File: src/rtl/flood_it_pkg.sv
// Shared types for the Flood-It input path: command encoding and button indices.
package flood_it_pkg;

   typedef enum logic [2:0] {
      NONE   = 3'd0,
      SELECT = 3'd1,
      UP     = 3'd2,
      DOWN   = 3'd3,
      LEFT   = 3'd4,
      RIGHT  = 3'd5
   } cmd_e;

   localparam int NUM_BTN = 5;

   localparam logic [2:0] BTN_C = 3'd0;
   localparam logic [2:0] BTN_U = 3'd1;
   localparam logic [2:0] BTN_D = 3'd2;
   localparam logic [2:0] BTN_L = 3'd3;
   localparam logic [2:0] BTN_R = 3'd4;

   function automatic cmd_e btn_to_cmd(input logic [2:0] idx);
      cmd_e c;
      case (idx)
         BTN_C:   c = SELECT;
         BTN_U:   c = UP;
         BTN_D:   c = DOWN;
         BTN_L:   c = LEFT;
         BTN_R:   c = RIGHT;
         default: c = NONE;
      endcase
      return c;
   endfunction

endpackage

File: src/rtl/btn_debounce.sv
// Single-bit conditioner: 2-flop synchronizer followed by a stable-count debouncer.
module btn_debounce #(
   parameter int DEBOUNCE_CYCLES = 500000
) (
   input  logic clk,
   input  logic rst_n,
   input  logic btn_raw,
   output logic btn_level
);

   localparam int CW = (DEBOUNCE_CYCLES > 1) ? $clog2(DEBOUNCE_CYCLES) : 1;
   localparam logic [CW-1:0] CNT_LAST = CW'(DEBOUNCE_CYCLES - 1);

   logic          sync1_q, sync2_q;
   logic          level_q, level_d;
   logic [CW-1:0] cnt_q, cnt_d;

   always_comb begin
      cnt_d   = cnt_q;
      level_d = level_q;
      if (sync2_q == level_q) begin
         cnt_d = '0;
      end else if (cnt_q == CNT_LAST) begin
         level_d = ~level_q;
         cnt_d   = '0;
      end else if (cnt_q != '1) begin
         cnt_d = cnt_q + 1'b1;
      end
   end

   always_ff @(posedge clk or negedge rst_n) begin
      if (!rst_n) begin
         sync1_q <= 1'b0;
         sync2_q <= 1'b0;
         level_q <= 1'b0;
         cnt_q   <= '0;
      end else begin
         sync1_q <= btn_raw;
         sync2_q <= sync1_q;
         level_q <= level_d;
         cnt_q   <= cnt_d;
      end
   end

   assign btn_level = level_q;

endmodule

File: src/rtl/btn_cmd_decoder.sv
// Button-to-command front end: debounce, press detection, priority, auto-repeat, one-deep buffer.
// state    | meaning
// R_IDLE   | no directional button armed for repeat
// R_DELAY  | waiting for the first auto-repeat of rep_btn
// R_PERIOD | issuing periodic auto-repeats of rep_btn
// B_EMPTY  | output buffer holds no command
// B_FULL   | cmd_valid asserted, command waiting for cmd_ready
module btn_cmd_decoder
   import flood_it_pkg::*;
#(
   parameter int DEBOUNCE_CYCLES = 500000,
   parameter int REPEAT_DELAY    = 40000000,
   parameter int REPEAT_PERIOD   = 15000000
) (
   input  logic       clk,
   input  logic       rst_n,
   input  logic [4:0] btn_raw,
   output logic       cmd_valid,
   output logic [2:0] cmd_code,
   output logic       cmd_repeat,
   input  logic       cmd_ready,
   output logic [4:0] btn_level,
   output logic       overflow,
   input  logic       ovf_clr
);

   localparam logic [1:0] R_IDLE   = 2'd0;
   localparam logic [1:0] R_DELAY  = 2'd1;
   localparam logic [1:0] R_PERIOD = 2'd2;

   localparam logic B_EMPTY = 1'b0;
   localparam logic B_FULL  = 1'b1;

   localparam int RMAX = (REPEAT_DELAY > REPEAT_PERIOD) ? REPEAT_DELAY : REPEAT_PERIOD;
   localparam int RCW  = (RMAX > 1) ? $clog2(RMAX) : 1;
   localparam logic [RCW-1:0] DELAY_LAST  = RCW'(REPEAT_DELAY - 1);
   localparam logic [RCW-1:0] PERIOD_LAST = RCW'(REPEAT_PERIOD - 1);

   logic [4:0] level;
   logic [4:0] level_dly_q, level_dly_d;
   logic [4:0] press_q, press_d;

   for (genvar g = 0; g < NUM_BTN; g++) begin : g_db
      btn_debounce #(.DEBOUNCE_CYCLES(DEBOUNCE_CYCLES)) u_db (
         .clk       (clk),
         .rst_n     (rst_n),
         .btn_raw   (btn_raw[g]),
         .btn_level (level[g])
      );
   end

   // Press pulse is registered so the buffer sees it one cycle after the level rises.
   assign level_dly_d = level;
   assign press_d     = level & ~level_dly_q;

   logic       press_any, press_multi, press_dir;
   logic [2:0] win_idx;

   always_comb begin
      win_idx = BTN_C;
      for (int i = NUM_BTN - 1; i >= 0; i--) begin
         if (press_q[i]) win_idx = 3'(i);
      end
   end

   assign press_any   = |press_q;
   assign press_multi = |(press_q & (press_q - 5'd1));
   assign press_dir   = press_any && (win_idx != BTN_C);

   logic [1:0]     rep_state_q, rep_state_d;
   logic [2:0]     rep_btn_q, rep_btn_d;
   logic [RCW-1:0] rep_cnt_q, rep_cnt_d;
   logic [RCW-1:0] rep_last;
   logic           rep_hit, rep_ev;

   always_comb begin
      rep_state_d = rep_state_q;
      rep_btn_d   = rep_btn_q;
      rep_cnt_d   = rep_cnt_q;
      rep_hit     = 1'b0;
      rep_last    = (rep_state_q == R_DELAY) ? DELAY_LAST : PERIOD_LAST;
      if (press_dir) begin
         rep_state_d = R_DELAY;
         rep_btn_d   = win_idx;
         rep_cnt_d   = '0;
      end else if (rep_state_q != R_IDLE) begin
         if (!level[rep_btn_q]) begin
            rep_state_d = R_IDLE;
            rep_cnt_d   = '0;
         end else if (rep_cnt_q == rep_last) begin
            rep_hit     = 1'b1;
            rep_state_d = R_PERIOD;
            rep_cnt_d   = '0;
         end else if (rep_cnt_q != '1) begin
            rep_cnt_d = rep_cnt_q + 1'b1;
         end
      end
   end

   // A coincident press of any button takes the buffer slot instead of the repeat.
   assign rep_ev = rep_hit & ~press_any;

   logic buf_state_q, buf_state_d;
   logic [2:0] code_q, code_d;
   logic rep_flag_q, rep_flag_d;
   logic ovf_q, ovf_d;
   logic handshake, can_load, ovf_set;
   cmd_e ev_code;

   assign handshake = (buf_state_q == B_FULL) && cmd_ready;
   assign can_load  = (buf_state_q == B_EMPTY) || handshake;
   assign ev_code   = press_any ? btn_to_cmd(win_idx) : btn_to_cmd(rep_btn_q);
   assign ovf_set   = press_multi || (press_any && !can_load);

   always_comb begin
      buf_state_d = buf_state_q;
      code_d      = code_q;
      rep_flag_d  = rep_flag_q;
      if (handshake) buf_state_d = B_EMPTY;
      if ((press_any || rep_ev) && can_load) begin
         buf_state_d = B_FULL;
         code_d      = ev_code;
         rep_flag_d  = ~press_any;
      end
      ovf_d = ovf_q;
      if (ovf_set)      ovf_d = 1'b1;
      else if (ovf_clr) ovf_d = 1'b0;
   end

   always_ff @(posedge clk or negedge rst_n) begin
      if (!rst_n) begin
         level_dly_q <= '0;
         press_q     <= '0;
         rep_state_q <= R_IDLE;
         rep_btn_q   <= BTN_C;
         rep_cnt_q   <= '0;
         buf_state_q <= B_EMPTY;
         code_q      <= '0;
         rep_flag_q  <= 1'b0;
         ovf_q       <= 1'b0;
      end else begin
         level_dly_q <= level_dly_d;
         press_q     <= press_d;
         rep_state_q <= rep_state_d;
         rep_btn_q   <= rep_btn_d;
         rep_cnt_q   <= rep_cnt_d;
         buf_state_q <= buf_state_d;
         code_q      <= code_d;
         rep_flag_q  <= rep_flag_d;
         ovf_q       <= ovf_d;
      end
   end

   assign cmd_valid  = (buf_state_q == B_FULL);
   assign cmd_code   = code_q;
   assign cmd_repeat = rep_flag_q;
   assign btn_level  = level;
   assign overflow   = ovf_q;

endmodule

File: config.mk
export PLATFORM = sky130hd
export DESIGN_NAME = btn_cmd_decoder
export DESIGN_NICKNAME = d
export VERILOG_FILES = /design/src/rtl/flood_it_pkg.sv /design/src/rtl/btn_debounce.sv /design/src/rtl/btn_cmd_decoder.sv
export SDC_FILE = /design/constraint.sdc
export NUM_CORES = 1
export LEC_CHECK = 0
export ABC_AREA = 1
export CELL_PAD_IN_SITES_DETAIL_PLACEMENT = 0
export CELL_PAD_IN_SITES_GLOBAL_PLACEMENT = 1
export CORE_MARGIN = 2
export CORE_UTILIZATION = 51
export CTS_CLUSTER_SIZE = 40
export DETAILED_ROUTE_END_ITERATION = 16
export PLACE_DENSITY = 0.93
export SLEW_MARGIN = 20
export SYNTH_ARGS = -nofsm -noshare
export SYNTH_HDL_FRONTEND = slang
export SYNTH_SLANG_ARGS = --single-unit
File: constraint.sdc
create_clock -name clk -period 2.5 [get_ports clk]
set_input_delay 0.25 -clock clk [delete_from_list [all_inputs] [get_ports clk]]
set_output_delay 0.25 -clock clk [all_outputs]
set_load 0.01 [all_outputs]
# Word-level counts from Yosys, hierarchy flattened
# Cells that the tools add are included.
# word_totals
regBits	157
word_cells	153
# op_classes
add_sub_neg	7
n_lt_le_gt_ge	1
n_eq_ne	28
mux	43
bitwise_logic	16
reduce_logical	29
# ops
operator	count
19-bit two-way mux	15
26-bit two-way mux	6
19-bit by 1-bit adder with 19-bit output, second input constant	5
19-bit == test, second input constant	5
19-bit inequality test, second input constant	5
3-bit case mux with 5 select lines	2
26-bit by 1-bit adder with 26-bit output, second input constant	1
26-bit == test	1
26-bit inequality test, second input constant	1
3-bit two-way mux	6
3-bit nonzero test	6
2-bit AND reduction	7
3-bit by 2-bit == test with 1-bit output, second input constant	4
1-bit NOT	12
5-bit AND	2
5-bit OR reduction	2
1-bit two-way mux	9
2-bit two-way mux	4
2-bit nonzero test	4
3-bit by 1-bit == test with 1-bit output, second input constant	2
3-bit == test, second input constant	2
3-bit zero test	2
1-bit == test	5
5-bit NOT	1
10 further kinds	15

# Depth between registers and ports, before layout
# depth
depth_word	12
mapped_depth	13
ltp_nobuf	13

# Cells and area by module
# From an unflattened synthesis, not the netlist that was laid out.
# unflattened
cells_unflattened	1285
area_unflattened_um2	9900.7
# by_module_without_submodules
mod	n_inst	cells_per_inst	area_each_um2	seq_area_each_um2
btn_debounce	5	173	1383.8	550.5
btn_cmd_decoder	1	420	2981.6	1176.1

# Worst setup path after synthesis
# Ideal clock, no wire load.
# synth_path
path_type	register to register
start	reg g_db[3].u_db.cnt_q[0]
end	reg g_db[3].u_db.cnt_q[14]
setup_time_ns	0.095
arrival_time_ns	1.573
t_required_ns	2.405
path_slack_ns	0.832
path_stages_with_launch	9
path_buffers	1
period_less_slack_ns	1.668
path_cell_list	dfrtp_1 -> ha_1 -> nand2_1 -> nor2_1 -> nand2_1 -> nor2_1 -> nand3_2 -> buf_2 -> o31ai_1
# synth_via
elab_chain_cells	4
# synth_rtl
item	line_no	text
start, declared	btn_debounce.sv:16	logic [CW-1:0] cnt_q, cnt_d;
start signal, assigned	btn_debounce.sv:41	cnt_q <= cnt_d;
19-bit by 1-bit adder with 19-bit output	btn_debounce.sv:27	cnt_d = cnt_q + 1'b1;
19-bit two-way mux	btn_debounce.sv:26	end else if (cnt_q != '1) begin
19-bit two-way mux	btn_debounce.sv:23	end else if (cnt_q == CNT_LAST) begin
19-bit two-way mux	btn_debounce.sv:21	if (sync2_q == level_q) begin
# Parallel ways exist; a longest one is shown, timed or not. The select of a mux whose other input is x is not followed.
# A chain may end at the register's enable or synchronous reset.

# Final worst setup path
# layout_path
start	reg g_db[3].u_db.cnt_q[0]
end	reg g_db[3].u_db.cnt_q[1]
# Same word-level chain as after synthesis.

==> flow_metrics.env <==
export IMPL_layout_commonest_cell="nand2_1"
export IMPL_grt_ovfl_total=0
export IMPL_r2r_start="g_db[3].u_db.cnt_q[0]$_DFFE_PN0P_"
export IMPL_fin_skew_ns=0.00731
export IMPL_drc_errors=0
export IMPL_crit_slowest_cell="dfrtp_1"
export IMPL_synth_fa_ha_area_frac=0.00805
export IMPL_clock_latency_ns=0.42
export IMPL_grt_max_degree=73
export IMPL_clockPowerShare=0.496
export IMPL_path_class="flop to flop"
export IMPL_initial_core_util=0.519
export IMPL_final_nets=1293
export IMPL_synth_cells=1249
export IMPL_die_h_um=139
export IMPL_p_leak_nw=4.79
export IMPL_drive_above_1_share=0.0984
export IMPL_synth_seq_area_share=0.421
export IMPL_clk_pin_slew_ns=0.06
export IMPL_p_int_w=0.00426
export IMPL_wl_met3_um=842
export IMPL_wl_met2_mm=9.95
export IMPL_ios=20
export IMPL_synth_mux_area_frac=0.00121
export IMPL_synth_top_family_by_area="simple AND/OR/NAND/NOR gates"
export IMPL_net_switching_power_w=0.00121
export IMPL_synthDistinctLibCells=51
export IMPL_grt_pass1_wl_mm=37.0
export IMPL_dr_total_vias=8244
export IMPL_numPortBuffers=19
export IMPL_setup_viol_count_final=0
export IMPL_syn_area_um2=9320
export IMPL_cts_buffers=17
export IMPL_final_cell_mix="293 x nand2_1, 157 x dfrtp_1, 154 x nor2_1"
export IMPL_peakVddDrop_mv=0.458
export IMPL_globalplace_congestion=0.905
export IMPL_worstPathArrival_ns=2.40
export IMPL_cts_buffer_depth=2
export IMPL_drt_met1_wl_mm=10.3
export IMPL_cellPowerDensity_nw_per_um2=526
export IMPL_drt_iter0_drc=543
export IMPL_rows=49
export IMPL_cts_root_buf="clkbuf_16"
export IMPL_syn_to_final_growth_pct=11.4
export IMPL_slew_headroom=0.626
export IMPL_synth_simple_area_share=0.381
export IMPL_pre_cts_ws_ns=0.418
export IMPL_worst_slack_ns=0.399
export IMPL_post_cts_buffers=0
export IMPL_crit_buf_inv=0
export IMPL_crit_chain="ha_1 > nand2_1 > nor2_1 > nand2_1 > nor2_1 > nand3_2 > nand4_1 > o21ai_0"
export IMPL_rsz0062_at_grt="no"
export IMPL_cts_sinks=157
export IMPL_syn_area_per_cell_um2=7.46
export IMPL_ys_ff_latch=157
export IMPL_hold_start="btn_raw[3]"
export IMPL_post_place_cells=1487
export IMPL_cts_htree_levels=4
export IMPL_final_hold_viol_count=0
export IMPL_pwr_share_comb=0.030
export IMPL_min_path_type="input pin to flop"
export IMPL_dieArea_um2=19400
export IMPL_synth_nets=1264
export IMPL_ys_warn_count=0
export IMPL_antenna_found_initial=0
export IMPL_startpoint="g_db[3].u_db.cnt_q[0]$_DFFE_PN0P_"
export IMPL_min_period_over_period=0.840
export IMPL_core_area_um2=18000
export IMPL_firstDrtPassIters=5
export IMPL_grt_total_usage=0.231
export IMPL_async_reset_ff_frac=1.00
export IMPL_run_status="finished, final reports clean"
export IMPL_dp_hpwl_mm=15.6
export IMPL_cap_violations=0
export IMPL_crit_fanout=19
export IMPL_worstMarginPinSlew_ns=0.559
export IMPL_stdcell_count=1520
export IMPL_synth_compound_area_frac=0.0760
export IMPL_end_kind="flop"
export IMPL_routed_wl_mm=21.4
export IMPL_max_freq_mhz=476
export IMPL_seq_power_share=0.474
export IMPL_start_kind="flop"
export IMPL_ant_nets=0
export IMPL_antenna_cells=0
export IMPL_die_x_um=139
export IMPL_cpPeakStageDelay_ns=0.45
export IMPL_worstPathRequired_ns=2.80
export IMPL_synth_edf_count=0
export IMPL_synth_main_ff_cell="dfrtp_1"
export IMPL_layout_min_cycle_time_ns=2.10
export IMPL_finalSetupTns_ns=0
export IMPL_dr_max_layer_used="met4"
export IMPL_synthXorXnorAreaFrac=0.0270
export IMPL_drv_slew=0
export IMPL_vias_per_cell=5.42
export IMPL_wire_per_inst_um=14.1
export IMPL_grt_pass1_vias=7809
export IMPL_cts_tree="done"
export IMPL_path_delay_family="simple AND/OR/NAND/NOR gates"
export IMPL_switching_share=0.221
path summary, 6_finish.rpt:
| check | slack [ns] | end | depth (start not counted) |
|---|---|---|---|
| hold reg to reg | 0.36 | g_db[4].u_db.sync2_q$_DFF_PN0_ | 0 |
| setup reg to reg | 0.40 | g_db[3].u_db.cnt_q[1]$_DFFE_PN0P_ | 8 |
| max in group asynchronous | 1.44 | g_db[1].u_db.cnt_q[5]$_DFFE_PN0P_ | 3 |
| hold / removal | 0.26 | g_db[3].u_db.sync1_q$_DFF_PN0_ | 1 |
| min in group asynchronous | 0.32 | rep_cnt_q[12]$_DFFE_PN0P_ | 2 |
| setup / recovery | 0.40 | g_db[3].u_db.cnt_q[1]$_DFFE_PN0P_ | 8 |
logic make-up after synthesis:
group / Yosys count
DFF: 157
xor gates and xnor gates: 27
and+or+nand+nor: 748
muxes: 1
adders and majority gates: 6
AOI/OAI and AO/OA: 116
buffers and inverters: 194
cell type report:
class                           count  area (µm²)
Fill cell                        1659        7580
Sequential cell                   157        3930
Tap cell                          229         287
Timing Repair Buffer               33         312
Inverter                          171         642
Multi-Input combinational cell    898        4590
Clock buffer                       21         460
Clock inverter                     11         158
routing by layer:
layer / up-vias / GRT usage
met5: - / 0
met4: 0 / 0.0665
met3: 27 / 0.0463
met2: 149 / 0.371
met1: 3889 / 0.319
li1: 4179 / -
synthesized netlist by cell type, types with 3 or more instances:
master    instances  area share
xnor2_1           4      0.0038
ha_1              6      0.0081
inv_2             9      0.0036
o21ai_1           8      0.0043
a31o_2            7      0.0066
o31ai_1          15       0.012
clkbuf_1          5      0.0020
nor2_1          154       0.062
o211ai_1          4      0.0032
nor2_2            9      0.0060
nand2_2           8      0.0054
buf_2             6      0.0032
nand3b_1          9      0.0072
o21ai_2           8      0.0075
a21oi_1           7      0.0038
nand3_2           6      0.0064
dfrtp_1         157        0.42
buf_6             3      0.0036
nor4_1           13      0.0087
nand3_1         114       0.061
inv_1           152       0.061
nor3_1           43       0.023
clkinv_1         10      0.0040
buf_4             8      0.0064
xor2_1           21       0.020
o21ai_0          56       0.030
nor2_4            5      0.0060
nor3_2            6      0.0064
or2_2            11      0.0074
o22ai_1           3      0.0020
nand2_1         293        0.12
nand4_1          65       0.044
worst reg2reg max path: cells and delay by family, from the launching register on:
family,cells,cell delay (ns)
and+or+nand+nor,6,1.18
adders and majority gates,1,0.25
AOI/OAI and AO/OA,1,0.09
DFF,1,0.45
metrics by stage:
stage                util  area, µm²  total power, W  hold WS (ns)
finish              0.578      10400         0.00547         0.261
CTS                 0.578      10400         0.00553         0.245
global placement    0.543       9750         0.00280         0.208
detailed placement  0.543       9750         0.00280         0.214
global route        0.578      10400         0.00567         0.252
floorplan               -       9320         0.00270       -0.0456
power groups by stage:
stage / Sequential (W) / Combinational [W] / Clock [W]
after global routing: 0.00260 / 0.000190 / 0.00288
after CTS: 0.00259 / 0.000168 / 0.00277
after floorplan: 0.00263 / 0.0000658 / 0
after detailed placement: 0.00264 / 0.000165 / 0
final: 0.00259 / 0.000163 / 0.00271
after global placement: 0.00264 / 0.000165 / 0
repair_timing:
action,4_1_cts,5_1_grt
hold buffers,1,0
hold endpoints to repair,41,0
gates resized for setup,0,0
flip-flops by register name, indices dropped and copies added, names as in the netlist:
signal,flops
level_dly_q,5
g_db.u_db.sync1_q,5
rep_state_q,2
g_db.u_db.cnt_q,95
rep_cnt_q,26
rep_btn_q,3
overflow,1
cmd_valid,1
cmd_repeat,1
g_db.u_db.btn_level,5
g_db.u_db.sync2_q,5
cmd_code,3
press_q,5
(Power assumes the default switching activity.)
